$ cat src/rtl/gemm_sched_pkg.sv
// ---------------------------------------------------------------------------
// gemm_sched_pkg
// Shared types and helpers for the GeMM job scheduler.
//   sched_state_t : scheduler FSM states (Idle, Issue, Run, Respond)
//   gemm_job_t    : one M/K/N job descriptor. Fields are MaxAddrWidth wide so
//                   that any AddrWidth up to MaxAddrWidth fits after zero
//                   extension.
//   job_is_valid(): size legality check applied to every accepted descriptor
// ---------------------------------------------------------------------------
package gemm_sched_pkg;

  localparam int MaxAddrWidth = 32;

  typedef enum logic [1:0] {
    Idle    = 2'd0,
    Issue   = 2'd1,
    Run     = 2'd2,
    Respond = 2'd3
  } sched_state_t;

  typedef struct packed {
    logic [MaxAddrWidth-1:0] m;
    logic [MaxAddrWidth-1:0] k;
    logic [MaxAddrWidth-1:0] n;
  } gemm_job_t;

  // The datapath walks N in groups of four and M either as a short tail of
  // 1..3 rows or in whole groups of four. Any zero dimension is meaningless.
  function automatic logic job_is_valid(input gemm_job_t job);
    logic bad;
    bad = (job.k == '0) ||
          (job.n == '0) ||
          (job.m == '0) ||
          (job.n[1:0] != 2'b00) ||
          ((job.m >= MaxAddrWidth'(4)) && (job.m[1:0] != 2'b00));
    return !bad;
  endfunction

endpackage

$ cat src/rtl/gemm_rr_arbiter.sv
// ---------------------------------------------------------------------------
// gemm_rr_arbiter
// Purely combinational round-robin arbiter. The search starts at the
// requester just after ptr_i and wraps, so the requester named by ptr_i
// (the last one served) has the lowest priority.
//   req_i         : per-requester request bits
//   ptr_i         : index of the most recently served requester
//   grant_o       : index of the winner (0 when nobody requests)
//   grant_valid_o : at least one request is present
// ---------------------------------------------------------------------------
module gemm_rr_arbiter #(
  parameter int NumReq   = 2,
  parameter int IdxWidth = (NumReq > 1) ? $clog2(NumReq) : 1
) (
  input  logic [NumReq-1:0]   req_i,
  input  logic [IdxWidth-1:0] ptr_i,
  output logic [IdxWidth-1:0] grant_o,
  output logic                grant_valid_o
);

  int                  candSum;
  logic [IdxWidth-1:0] candIdx;

  // Walk the requesters in priority order, starting one past the pointer,
  // and keep the first one that is asking. The modulo is done by a single
  // conditional subtract because the sum never reaches 2*NumReq.
  always_comb begin
    grant_o       = '0;
    grant_valid_o = 1'b0;
    candSum       = 0;
    candIdx       = '0;
    for (int off = 1; off <= NumReq; off++) begin
      candSum = int'(ptr_i) + off;
      if (candSum >= NumReq) begin
        candSum = candSum - NumReq;
      end
      candIdx = IdxWidth'(candSum);
      if (!grant_valid_o && req_i[candIdx]) begin
        grant_valid_o = 1'b1;
        grant_o       = candIdx;
      end
    end
  end

endmodule

$ cat src/rtl/gemm_job_scheduler.sv
// ---------------------------------------------------------------------------
// gemm_job_scheduler
// Shares one GeMM controller between NumReq requesters. A round-robin
// arbiter picks a requester while Idle, the descriptor is checked, legal jobs
// get a one-cycle start pulse and are held until the controller reports done,
// and every accepted descriptor gets exactly one response pulse (with an
// error flag for rejected sizes).
//
// Ports:
//   clk_i, rst_i        : clock, asynchronous active-high reset
//   req_valid_i         : per-requester descriptor valid
//   req_ready_o         : per-requester accept (only the Idle winner)
//   req_m/k/n_size_i    : per-requester job sizes
//   rsp_valid_o         : one-cycle response pulse to the job owner
//   rsp_error_o         : qualifies rsp_valid_o, 1 = descriptor rejected
//   gemm_start_o        : start pulse to the controller
//   gemm_m/k/n_size_o   : sizes of the last accepted legal job
//   gemm_done_i         : controller done pulse (only honoured in Run)
//   grant_id_o          : owner of the current/last job
//   busy_o              : scheduler is not Idle
//   jobs_done_o         : successfully completed jobs (wraps)
// ---------------------------------------------------------------------------
module gemm_job_scheduler
  import gemm_sched_pkg::*;
#(
  parameter int AddrWidth   = 16,
  parameter int NumReq      = 2,
  parameter int JobCntWidth = 16,
  parameter int IdxWidth    = (NumReq > 1) ? $clog2(NumReq) : 1
) (
  input  logic                             clk_i,
  input  logic                             rst_i,
  input  logic [NumReq-1:0]                req_valid_i,
  output logic [NumReq-1:0]                req_ready_o,
  input  logic [NumReq-1:0][AddrWidth-1:0] req_m_size_i,
  input  logic [NumReq-1:0][AddrWidth-1:0] req_k_size_i,
  input  logic [NumReq-1:0][AddrWidth-1:0] req_n_size_i,
  output logic [NumReq-1:0]                rsp_valid_o,
  output logic                             rsp_error_o,
  output logic                             gemm_start_o,
  output logic [AddrWidth-1:0]             gemm_m_size_o,
  output logic [AddrWidth-1:0]             gemm_k_size_o,
  output logic [AddrWidth-1:0]             gemm_n_size_o,
  input  logic                             gemm_done_i,
  output logic [IdxWidth-1:0]              grant_id_o,
  output logic                             busy_o,
  output logic [JobCntWidth-1:0]           jobs_done_o
);

  sched_state_t         state_q, state_d;
  logic [IdxWidth-1:0]  grant_q;
  logic [IdxWidth-1:0]  ptr_q;
  logic                 reject_q;
  logic [AddrWidth-1:0] gemmM_q, gemmK_q, gemmN_q;
  logic [JobCntWidth-1:0] jobCnt_q;

  logic [IdxWidth-1:0]  arbGrant;
  logic                 arbValid;
  logic                 acceptJob;
  logic                 candLegal;
  gemm_job_t            candJob;
  logic [NumReq-1:0]    readyVec;
  logic [NumReq-1:0]    rspVec;

  gemm_rr_arbiter #(
    .NumReq   (NumReq),
    .IdxWidth (IdxWidth)
  ) u_arbiter (
    .req_i         (req_valid_i),
    .ptr_i         (ptr_q),
    .grant_o       (arbGrant),
    .grant_valid_o (arbValid)
  );

  // The winner's descriptor is checked in the handshake cycle itself; those
  // are exactly the values being latched, so the verdict can steer the very
  // next state (Issue or straight to Respond).
  always_comb begin
    candJob   = '0;
    candJob.m = MaxAddrWidth'(req_m_size_i[arbGrant]);
    candJob.k = MaxAddrWidth'(req_k_size_i[arbGrant]);
    candJob.n = MaxAddrWidth'(req_n_size_i[arbGrant]);
    candLegal = job_is_valid(candJob);
  end

  // Next-state and handshake logic. Ready is only ever offered to the
  // arbitration winner while Idle, so a request arriving in Respond waits
  // for the following Idle cycle. Ready is also forced low during reset so
  // that every output reads zero while rst_i is high.
  always_comb begin
    state_d   = state_q;
    readyVec  = '0;
    acceptJob = 1'b0;
    unique case (state_q)
      Idle: begin
        if (arbValid && !rst_i) begin
          readyVec[arbGrant] = 1'b1;
          acceptJob          = 1'b1;
          state_d            = candLegal ? Issue : Respond;
        end
      end
      Issue: begin
        state_d = Run;
      end
      Run: begin
        if (gemm_done_i) begin
          state_d = Respond;
        end
      end
      Respond: begin
        state_d = Idle;
      end
      default: begin
        state_d = Idle;
      end
    endcase
  end

  // State register plus the job bookkeeping. Controller sizes are only
  // overwritten by a legal descriptor, so a rejected job leaves the
  // controller looking at the previous job. The round-robin pointer moves
  // to the owner when its response goes out.
  always_ff @(posedge clk_i or posedge rst_i) begin
    if (rst_i) begin
      state_q  <= Idle;
      grant_q  <= '0;
      ptr_q    <= IdxWidth'(NumReq - 1);
      reject_q <= 1'b0;
      gemmM_q  <= '0;
      gemmK_q  <= '0;
      gemmN_q  <= '0;
      jobCnt_q <= '0;
    end else begin
      state_q <= state_d;
      if (acceptJob) begin
        grant_q  <= arbGrant;
        reject_q <= !candLegal;
        if (candLegal) begin
          gemmM_q <= req_m_size_i[arbGrant];
          gemmK_q <= req_k_size_i[arbGrant];
          gemmN_q <= req_n_size_i[arbGrant];
        end
      end
      if (state_q == Respond) begin
        ptr_q <= grant_q;
        if (!reject_q) begin
          jobCnt_q <= jobCnt_q + JobCntWidth'(1);
        end
      end
    end
  end

  // Response pulse goes to the recorded owner for the single Respond cycle.
  always_comb begin
    rspVec = '0;
    if (state_q == Respond) begin
      rspVec[grant_q] = 1'b1;
    end
  end

  assign req_ready_o   = readyVec;
  assign rsp_valid_o   = rspVec;
  assign rsp_error_o   = (state_q == Respond) && reject_q;
  assign gemm_start_o  = (state_q == Issue);
  assign gemm_m_size_o = gemmM_q;
  assign gemm_k_size_o = gemmK_q;
  assign gemm_n_size_o = gemmN_q;
  assign grant_id_o    = grant_q;
  assign busy_o        = (state_q != Idle);
  assign jobs_done_o   = jobCnt_q;

endmodule
$ cat config.mk
export PLATFORM = sky130hd
export DESIGN_NAME = gemm_job_scheduler
export DESIGN_NICKNAME = d
export VERILOG_FILES = /design/src/rtl/gemm_sched_pkg.sv /design/src/rtl/gemm_rr_arbiter.sv /design/src/rtl/gemm_job_scheduler.sv
export SDC_FILE = /design/constraint.sdc
export NUM_CORES = 1
export LEC_CHECK = 0
export CAP_MARGIN = 20
export CORE_ASPECT_RATIO = 1.75
export CORE_UTILIZATION = 25
export CTS_BUF_LIST = sky130_fd_sc_hd__clkbuf_4 sky130_fd_sc_hd__clkbuf_8 sky130_fd_sc_hd__clkbuf_16
export DETAILED_ROUTE_END_ITERATION = 16
export GPL_TIMING_DRIVEN = 0
export PLACE_DENSITY = 0.65
export SLEW_MARGIN = 30
export SYNTH_ARGS = -nofsm -noshare
export SYNTH_HDL_FRONTEND = slang
export SYNTH_SLANG_ARGS = --single-unit
export TNS_END_PERCENT = 10
$ cat constraint.sdc
create_clock -name clk_i -period 2.4 [get_ports clk_i]
set_input_delay 0.24 -clock clk_i [delete_from_list [all_inputs] [get_ports clk_i]]
set_output_delay 0.24 -clock clk_i [all_outputs]
set_load 0.005 [all_outputs]
### Word level (Yosys, flattened, before mapping)

Index checks and enable logic that the tools add are counted.

* register bits: 69
* output and inout port bits: 72

* $add $sub $neg: 5
* magnitude comparators: 9
* equality and inequality tests: 5
* mux-type cells: 29
* bitwise logic cells: 2
* reductions and logical operators: 22

Operator list (count)
* 16-bit 2-to-1 mux: 6
* 16-bit logical NOT: 3
* 16-bit by 1-bit adder with 16-bit output, second input constant: 1
* 16-bit by 3-bit >= comparator with 1-bit output, second input constant: 1
* 1-bit 2-to-1 mux: 14
* 2-bit 2-to-1 mux: 6
* 1-bit by 2-bit < comparator with 1-bit output, second input constant: 4
* 2-bit one-hot mux with 4 select lines: 1
* 1-bit logical AND: 6
* 2-bit AND reduction: 3
* 2-bit nonzero test: 3
* 2-bit equality test, second input constant: 2
* 1-bit logical OR: 4
* 2-bit != test, second input constant: 2
* 1-bit by 2-bit adder with 3-bit output, second input constant: 1
* 3-bit by 2-bit >= comparator with 1-bit output, second input constant: 1
* 1-bit by 1-bit adder with 2-bit output, second input constant: 1
* 1-bit demux with 1-bit select: 2
* 2-bit by 1-bit equality test with 1-bit output, second input constant: 1
* 1-bit >= comparator, second input constant: 2
* 2-bit >= comparator, second input constant: 1
* 1-bit logical NOT: 2
* 2-bit logical NOT: 1
* 1-bit NOT: 2
* 1-bit subtractor, second input constant: 2

### Logic depth before layout (Yosys ltp)

Gate-level depths: netlist of the first run.

* depth after elaboration: 19
* mapped depth: 7

### Hierarchy

From an unflattened synthesis of the first run, not the netlist that was laid out.

* cell total of the unflattened synthesis: 301
* area, all modules: 3634.7 um^2

By module, submodules not included
* gemm_job_scheduler: instances 1, cells each 299, area an instance 3621.0 um^2, seq. area each 1727.9 um^2
* gemm_rr_arbiter: instances 1, cells each 2, area an instance 13.8 um^2, seq. area each 0.0 um^2

### Least setup slack after synthesis of the first run

No wires, ideal clock.

* path kind: reg-to-reg
* start point: register ptr_q
* end point: register gemmM_q[14], in the netlist gemm_m_size_o[14]
* library setup time: 127 ps
* arrival time: 1940 ps
* data required time: 2273 ps
* slack: 333 ps
* cell stages (with the launch flop): 8
* period minus slack after synthesis: 2067 ps
* path through: dfstp_2 -> a21boi_2 -> o21ai_0 -> mux2_2 -> a221oi_4 -> buf_6 -> buf_6 -> mux2_1

* longest elaborated chain between the ends: 18

Ends and longest elaborated chain
* start, declared: line gemm_job_scheduler.sv:52 `logic [IdxWidth-1:0] ptr_q;`
* start signal, assigned: line gemm_job_scheduler.sv:127 `ptr_q <= IdxWidth'(NumReq - 1);`
* start signal, assigned: line gemm_job_scheduler.sv:145 `ptr_q <= grant_q;`
* parallel branches: the longest is 18 deep, another holds 16-bit by 3-bit >= comparator with 1-bit output
* end signal, assigned: line gemm_job_scheduler.sv:139 `gemmM_q <= req_m_size_i[arbGrant];`
* end, declared: line gemm_job_scheduler.sv:54 `logic [AddrWidth-1:0] gemmM_q, gemmK_q, gemmN_q;`

Parallel ways; which one is timed is not known. The select of a mux whose other input is x is not followed.
A chain may end at the register's enable or synchronous reset.

### Final worst setup path of the first run

* start point: input port req_m_size_i[22] in the netlist's numbering
* end point: register gemmN_q[7], in the netlist gemm_n_size_o[7]

* longest elaborated chain between the ends: 8

Ends and longest elaborated chain
* start, declared: line gemm_job_scheduler.sv:35 `input logic [NumReq-1:0][AddrWidth-1:0] req_m_size_i,`
* 16-bit 2-to-1 mux (not written as such) * (2 in a row): line gemm_job_scheduler.sv:80 `candJob.m = MaxAddrWidth'(req_m_size_i[arbGrant]);`
* parallel branches: the longest is 3 deep, another holds 16-bit by 3-bit >= comparator with 1-bit output
* 1-bit logical OR *: line gemm_sched_pkg.sv:34 `(job.n[1:0] != 2'b00) ||`
* 1-bit NOT (no source line) *
* 2-bit AND reduction (no source line) *
* end signal, assigned: line gemm_job_scheduler.sv:141 `gemmN_q <= req_n_size_i[arbGrant];`
* end, declared: line gemm_job_scheduler.sv:54

Every way passes the cells marked *. The select of a mux whose other input is x is not followed.

==> summary.md, run 1 <==
| Metric | Value |
|---|---|
| Syn Area/Cell | `12.5 sq um` |
| Worst EP required | `2.61 ns` |
| Pwr Total | `4.95 mW` |
| Post-synthesis sequential area ratio | `0.483` |
| Starting Density | `0.257` |
| Fmax achieved | `0.434 GHz` |
| CTS max path bufs | `2` |
| DR iter-0 viols | `81` |
| FFs w/ async S/R, synth | `1.00` |
| Vias per cell | `4.69` |
| CP Max Fanout | `10` |
| Internal power contribution | `3.67 mW` |
| Non-Filler Instances | `659` |
| Leak Pwr | `2.51 nW` |
| Critical Path AT | `2.51 ns` |
| Hold Fails Final Rpt | `0` |
| Max cap viols | `0` |
| Post-synthesis mux area share | `0.302` |
| Mapped cell area | `3580 sq um` |
| Ports | `173` |
| Syn nets | `393` |
| Vias after detailed routing | `3088` |
| Number of synthesis warnings | `0` |
| Worst r2r src | `ptr_q$_DFFE_PP1N_` |
| Dpl cells | `637` |
| Remaining Overflow, GRT | `0` |
| Clock sinks | `69` |
| Critical path capture point type | `flop` |
| Post-Synth XOR/XNOR Area | `0.0367` |
| Outcome | `finished clean` |
| CTS root buf | `clkbuf_16` |
| Predominant post-synthesis flop cell | `dfrtp_1` |
| Hold Crit Class | `in2async` |
| Site Rows | `57` |
| Critical path class | `in2reg` |
| Clk network pwr share | `0.293` |
| Total CTS buffers | `9` |
| Psw | `1.27 mW` |
| Switching share of power | `0.257` |
| R2R cell count | `8` |
| Die height | `160 um` |
| Worst Setup EP | `gemm_n_size_o[7]$_DFFE_PP0P_` |
| Cells after Synth | `287` |
| CTS tree | `done` |
| Cell variety after synth | `34` |
| Placed inst area | `5550 sq um` |
| Compound-Gate Fraction of Synth Area | `0.0259` |
| Layout Nets | `583` |
| Htree depth | `3` |
| Drt pass-1 iters | `4` |
| Routed WL | `11.5 mm` |
| WL/cell | `17.5 um` |
| Die area | `14800 sq um` |
| RR Endpoint | `gemm_n_size_o[7]$_DFFE_PP0P_` |
| Clock skew | `0.0101 ns` |
| Final instance area | `6000 sq um` |
| Top-area cell type share of the netlist area | `0.475` |
| Post-Synth Adder-Cell Area | `0.0175` |
| Sequential Power Share | `0.348` |
| First-pass GRT wire length | `17.7 mm` |
| Antenna-violating nets left | `0` |
| I/O Buffers | `172` |
| Worst setup path start | `req_m_size_i[22]` |
| Dpl hpwl | `9.23 mm` |
| Cell Pwr Density | `824 nW/um^2` |
| Dominant cells by area after synthesis | `dfrtp_1 48%, mux2_2 28%, nor4_1 3.5%` |
| Number of global-route vias before repair | `3441` |
| GRT Util Overall | `0.158` |
| Reg2reg setup slack | `0.17 ns` |
| Final WS setup | `0.0944 ns` |
| Max_slew headroom | `0.575` |
| Largest family of logic cells by synthesized area | `multiplexers` |
| Area delta synth->final | `67.6%` |
| Layout cells sized above 1 | `0.268` |
| Filler Cell Count | `1347` |
| Drc violations | `0` |
| Largest area contributor in the netlist | `dfrtp_1` |
| Slew Viols, Final | `0` |
| Critical path startpoint category | `input pin` |
| Synth Area in Simple Gates | `0.109` |
| Post-synth EDFFs | `0` |
| Tcrit/Tclk final | `0.961` |
| Core area | `13900 sq um` |
| VDD IR-drop max | `0.415 mV` |
| Yosys reg bits | `69` |
| Total negative setup slack | `0 ns` |
| Setup violators final | `0` |
| GPL Wtd Cong | `0.791` |
| Min Tclk post-route | `2.31 ns` |
| # hold bufs at CTS | `0` |
| Largest net degree at the start of global routing | `42` |
| Skew-Pair Late Insertion Delay | `0.33 ns` |
| Comb pwr share | `0.360` |
| # diodes | `0` |
| Setup WS pre-CTS | `-0.821 ns` |
| Initial antenna violation count | `0` |
| Actual slew at the worst max-slew pin | `0.637 ns` |
| Reg clk slew, reported paths | `0.06 ns` |
| Chip width | `92.5 um` |
power groups by stage:
stage | Sequential, mW | Clock, mW | Combinational, mW
detailed placement | 1.74 | 0 | 1.76
global route | 1.77 | 1.53 | 1.91
floorplan | 1.74 | 0 | 0.632
CTS | 1.73 | 1.48 | 1.79
global placement | 1.73 | 0 | 1.72
finish | 1.72 | 1.45 | 1.78
routing by layer:
| metal | part of all wire | global-route usage |
|---|---|---|
| met1 | 0.34 | 0.152 |
| met2 | 0.58 | 0.305 |
| met3 | 0.053 | 0.0426 |
| met4 | 0.031 | 0.0689 |
| met5 | 0 | 0 |
cell usage in the layout, fill, tap and decap left out, drive strengths merged, types with 2 or more instances in the layout:
master and count:
xor2 5, bufinv 2, nand3 4, and2 3
inv 8, nor2 17, mux2 95, ha 5
xnor2 10, nor4 20, buf 14, o21ai 2
nand2 9, clkbuf 15, nor3 3, nand4 11
dfrtp 68, nor2b 4, a221oi 2, clkdlybuf4s50 172
metrics by stage:
step,hold WS [ns],util
final,0.298,0.432
after CTS,0.311,0.426
after floorplan,0.465,-
after detailed placement,0.460,0.399
after global placement,0.464,0.397
after global routing,0.322,0.432
synth_stat cells, types with 4 or more instances:
cell and count:
nand3_1 4, nand2_1 9, nor2b_1 4, mux2_1 7, nor2_1 17, ha_1 5
dfrtp_1 68, mux2_2 88, xnor2_1 10, nor4_1 20, nand4_1 11, xor2_1 5
inv_1 8
what timing repair did:
| item | CTS | global route |
|---|---|---|
| resized for setup | 6 | 10 |
| pin swaps | 2 | 6 |
| buffers inserted | 3 | 3 |
| endpoints found under the setup margin | 48 | 47 |
worst min-delay path by stage:
stage / from / to / slack, ns
after floorplan: jobs_done_o[15]$_DFFE_PP0P_ / jobs_done_o[15]$_DFFE_PP0P_ / 0.46
after global placement: jobs_done_o[15]$_DFFE_PP0P_ / jobs_done_o[15]$_DFFE_PP0P_ / 0.46
after detailed placement: jobs_done_o[15]$_DFFE_PP0P_ / jobs_done_o[15]$_DFFE_PP0P_ / 0.46
after CTS: rst_i / gemm_m_size_o[15]$_DFFE_PP0P_ / 0.31
after global routing: rst_i / gemm_m_size_o[12]$_DFFE_PP0P_ / 0.32
final: rst_i / gemm_m_size_o[15]$_DFFE_PP0P_ / 0.30
cells by family (layout without fill, tap and decap cells):
| group | Yosys count | after routing |
|---|---|---|
| compound gates | 10 | 10 |
| xor+xnor | 15 | 15 |
| fa+ha+maj | 5 | 5 |
| buf+inv | 18 | 213 |
| flops | 69 | 69 |
| mux | 96 | 96 |
| simple gates | 74 | 74 |
worst max-delay path, cell delays in order:
cell	delay, ns
clkdlybuf4s50_1	0.45
nor4_2	0.30
nand4_1	0.19
mux2_2	0.35
a221oi_4	0.34
buf_6	0.17
buf_8	0.14
mux2_1	0.33
cell type report:
cell class	count	area [sq um]	share of cell area
plain buffers	10	86.3	0.0144
clock buffers	12	254	0.0423
clock inverters	4	72.6	0.0121
inverters	8	32.5	0.00542
multi-input cells	200	1800	0.301
flip-flops and latches	69	1730	0.288
well taps	177	221	0.0369
repair buffers	179	1800	0.300
registers in the layout, indices dropped and copies added, names as in the netlist:
register	count
jobs_done_o	16
gemm_n_size_o	16
ptr_q	1
reject_q	1
gemm_k_size_o	16
grant_id_o	1
gemm_m_size_o	16
state_q	2
Power figures use the tool's default switching activity.
==> run 2, diff against run 1 <==
--- a/config.mk
+++ b/config.mk
@@ -9,6 +9,7 @@
 export CORE_ASPECT_RATIO = 1.75
 export CORE_UTILIZATION = 25
 export CTS_BUF_LIST = sky130_fd_sc_hd__clkbuf_4 sky130_fd_sc_hd__clkbuf_8 sky130_fd_sc_hd__clkbuf_16
+export CTS_CLUSTER_SIZE = 28
 export DETAILED_ROUTE_END_ITERATION = 16
 export GPL_TIMING_DRIVEN = 0
 export PLACE_DENSITY = 0.65
==> constraint.sdc (replaced) <==
create_clock -name clk_i -period 2.4 [get_ports clk_i]
set_input_delay 0.24 -clock clk_i [delete_from_list [all_inputs] [get_ports clk_i]]
set_output_delay 0.24 -clock clk_i [all_outputs]
set_load 0.1 [all_outputs]
==> run 2 against run 1 <==
Against the previous run:
- maximum frequency down 0.65%
- cell area down 0.83%
- die area unchanged
- non-clock buffer count down 2
- clock power about the same
- hold slack worse by 0.0032 ns
- utilization down 0.36 points
- critical path type unchanged
- largest cell class unchanged
- largest power group unchanged
- highest routed layer unchanged
==> summary.md, run 2 (synthesized netlist as in run 1, its figures left out) <==
| Metric | Value |
|---|---|
| Total negative setup slack | `0 ns` |
| RR Endpoint | `gemm_n_size_o[13]$_DFFE_PP0P_` |
| Reg2reg setup slack | `0.15 ns` |
| # hold bufs at CTS | `0` |
| Worst EP required | `2.61 ns` |
| Vias after detailed routing | `3023` |
| Drt pass-1 iters | `4` |
| I/O Buffers | `172` |
| Clk network pwr share | `0.194` |
| Number of global-route vias before repair | `3357` |
| Die area | `14800 sq um` |
| Final instance area | `5950 sq um` |
| Critical path capture point type | `flop` |
| Outcome | `finished clean` |
| Dpl hpwl | `9.14 mm` |
| Worst r2r src | `ptr_q$_DFFE_PP1N_` |
| Routed WL | `11.4 mm` |
| Commonest non-fill, non-tap cells in the layout | `165 x clkdlybuf4s50_1, 88 x mux2_2, 68 x dfrtp_1, 17 x nor4_1, 16 x nor2_1` |
| VDD IR-drop max | `0.889 mV` |
| Internal power contribution | `3.62 mW` |
| CTS max path bufs | `2` |
| Vias per cell | `4.60` |
| Leak Pwr | `2.51 nW` |
| WL/cell | `17.3 um` |
| R2R cell count | `7` |
| GPL Wtd Cong | `0.776` |
| Crit-path cells | `clkdlybuf4s50_1 -> nor4_2 -> nand4_1 -> mux2_2 -> a221oi_4 -> buf_4 -> buf_4 -> mux2_2` |
| GRT Util Overall | `0.158` |
| Drc violations | `0` |
| CP max stage cell | `clkdlybuf4s50_1` |
| Sequential Power Share | `0.228` |
| Critical Path Max Stage Delay | `0.43 ns` |
| Cell Pwr Density | `1270 nW/um^2` |
| WP buf/inv | `3` |
| Worst path top cell family by delay | `buffers and inverters` |
| Max_slew headroom | `0.327` |
| Hold Crit Class | `in2async` |
| Ports | `173` |
| Site Rows | `57` |
| Max cap viols | `0` |
| First-pass GRT wire length | `17.6 mm` |
| Setup violators final | `0` |
| Actual slew at the worst max-slew pin | `1.01 ns` |
| RSZ-0062 raised after global routing | `true` |
| Die height | `160 um` |
| Total CTS buffers | `9` |
| Layout cells sized above 1 | `0.267` |
| Comb pwr share | `0.578` |
| Clock sinks | `69` |
| Initial antenna violation count | `0` |
| Reg clk slew, reported paths | `0.06 ns` |
| Largest net degree at the start of global routing | `39` |
| Clock skew | `0.00462 ns` |
| Chip width | `92.5 um` |
| Area delta synth->final | `66.2%` |
| Remaining Overflow, GRT | `0` |
| Slew Viols, Final | `0` |
| # diodes | `0` |
| Tcrit/Tclk final | `0.967` |
| Filler Cell Count | `1332` |
| Htree depth | `3` |
| DR iter-0 viols | `77` |
| Skew-Pair Late Insertion Delay | `0.33 ns` |
| Critical Path AT | `2.53 ns` |
| CP Max Fanout | `10` |
| Switching share of power | `0.521` |
| Placed inst area | `5550 sq um` |
| Most common cell after layout, fill and taps aside | `clkdlybuf4s50_1` |
| Antenna-violating nets left | `0` |
| CTS root buf | `clkbuf_16` |
| Layout Nets | `581` |
| CTS tree | `done` |
| Critical path startpoint category | `input pin` |
| Critical path class | `in2reg` |
| Starting Density | `0.257` |
| Hold Fails Final Rpt | `0` |
| Psw | `3.95 mW` |
| Min Tclk post-route | `2.32 ns` |
| Core area | `13900 sq um` |
| Fmax achieved | `0.431 GHz` |
[run 2: routing by layer]
metal,GRT usage,part of all wire,vias to the layer above
li1,-,-,1437
met1,0.160,0.36,1478
met4,0.0625,0.020,0
met5,0,0,-
met3,0.0331,0.045,16
met2,0.304,0.58,92
[run 2: cell type report]
class,count,area [sq um],area share
clock buffers,11,253,0.0425
multi-input cells,200,1790,0.301
repair buffers,177,1770,0.297
inverters,8,32.5,0.00547
flip-flops and latches,69,1730,0.290
plain buffers,10,75.1,0.0126
clock inverters,5,82.6,0.0139
well taps,177,221,0.0372
[run 2: timing repair]
item,4_1_cts,5_1_grt
buffers inserted,0,4
endpoints found under the setup margin,25,10
gates resized for setup,22,7
pin swaps,2,2
[run 2: worst register-to-register path, delay by kind of cell (launching register included)]
| family | cells | cell delay, ns |
|---|---|---|
| AO/OA/AOI/OAI | 3 | 0.74 |
| multiplexers | 2 | 0.67 |
| flip-flops | 1 | 0.38 |
| buffers and inverters | 2 | 0.35 |
[run 2: worst max-delay path by stage]
| stage | slack, ns | cells past startpoint | startpoint | to |
|---|---|---|---|---|
| 6_report | 0.08 | 8 | req_m_size_i[23] | gemm_n_size_o[13]$_DFFE_PP0P_ |
| 2_1_floorplan | -0.08 | 1 | grant_id_o$_DFFE_PP0P_ | rsp_valid_o[0] |
| 5_1_grt | -0.04 | 8 | req_m_size_i[27] | gemm_k_size_o[11]$_DFFE_PP0P_ |
| 3_3_place_gp | -1.41 | 6 | req_valid_i[1] | req_ready_o[1] |
| 3_5_place_dp | -1.39 | 6 | req_valid_i[1] | req_ready_o[1] |
| 4_1_cts | -0.007 | 8 | req_m_size_i[29] | gemm_n_size_o[3]$_DFFE_PP0P_ |
[run 2: power by group through the flow]
stage | clock network (mW) | logic (mW) | registers (mW)
3_5_place_dp | 0 | 4.42 | 1.75
4_1_cts | 1.51 | 4.41 | 1.73
3_3_place_gp | 0 | 4.39 | 1.73
5_1_grt | 1.55 | 4.51 | 1.77
6_report | 1.47 | 4.38 | 1.72
2_1_floorplan | 0 | 0.944 | 4.06
[run 2: per-stage QoR]
stage	hold WS (ns)	setup WS, ns	power [mW]	std cells	util
2_1_floorplan	0.498	-0.0783	5.00	287	-
3_3_place_gp	0.465	-1.41	6.11	636	0.397
3_5_place_dp	0.477	-1.39	6.17	637	0.399
4_1_cts	0.302	-0.00731	7.65	653	0.424
5_1_grt	0.357	-0.0366	7.83	657	0.428
6_report	0.295	0.0793	7.57	657	0.428
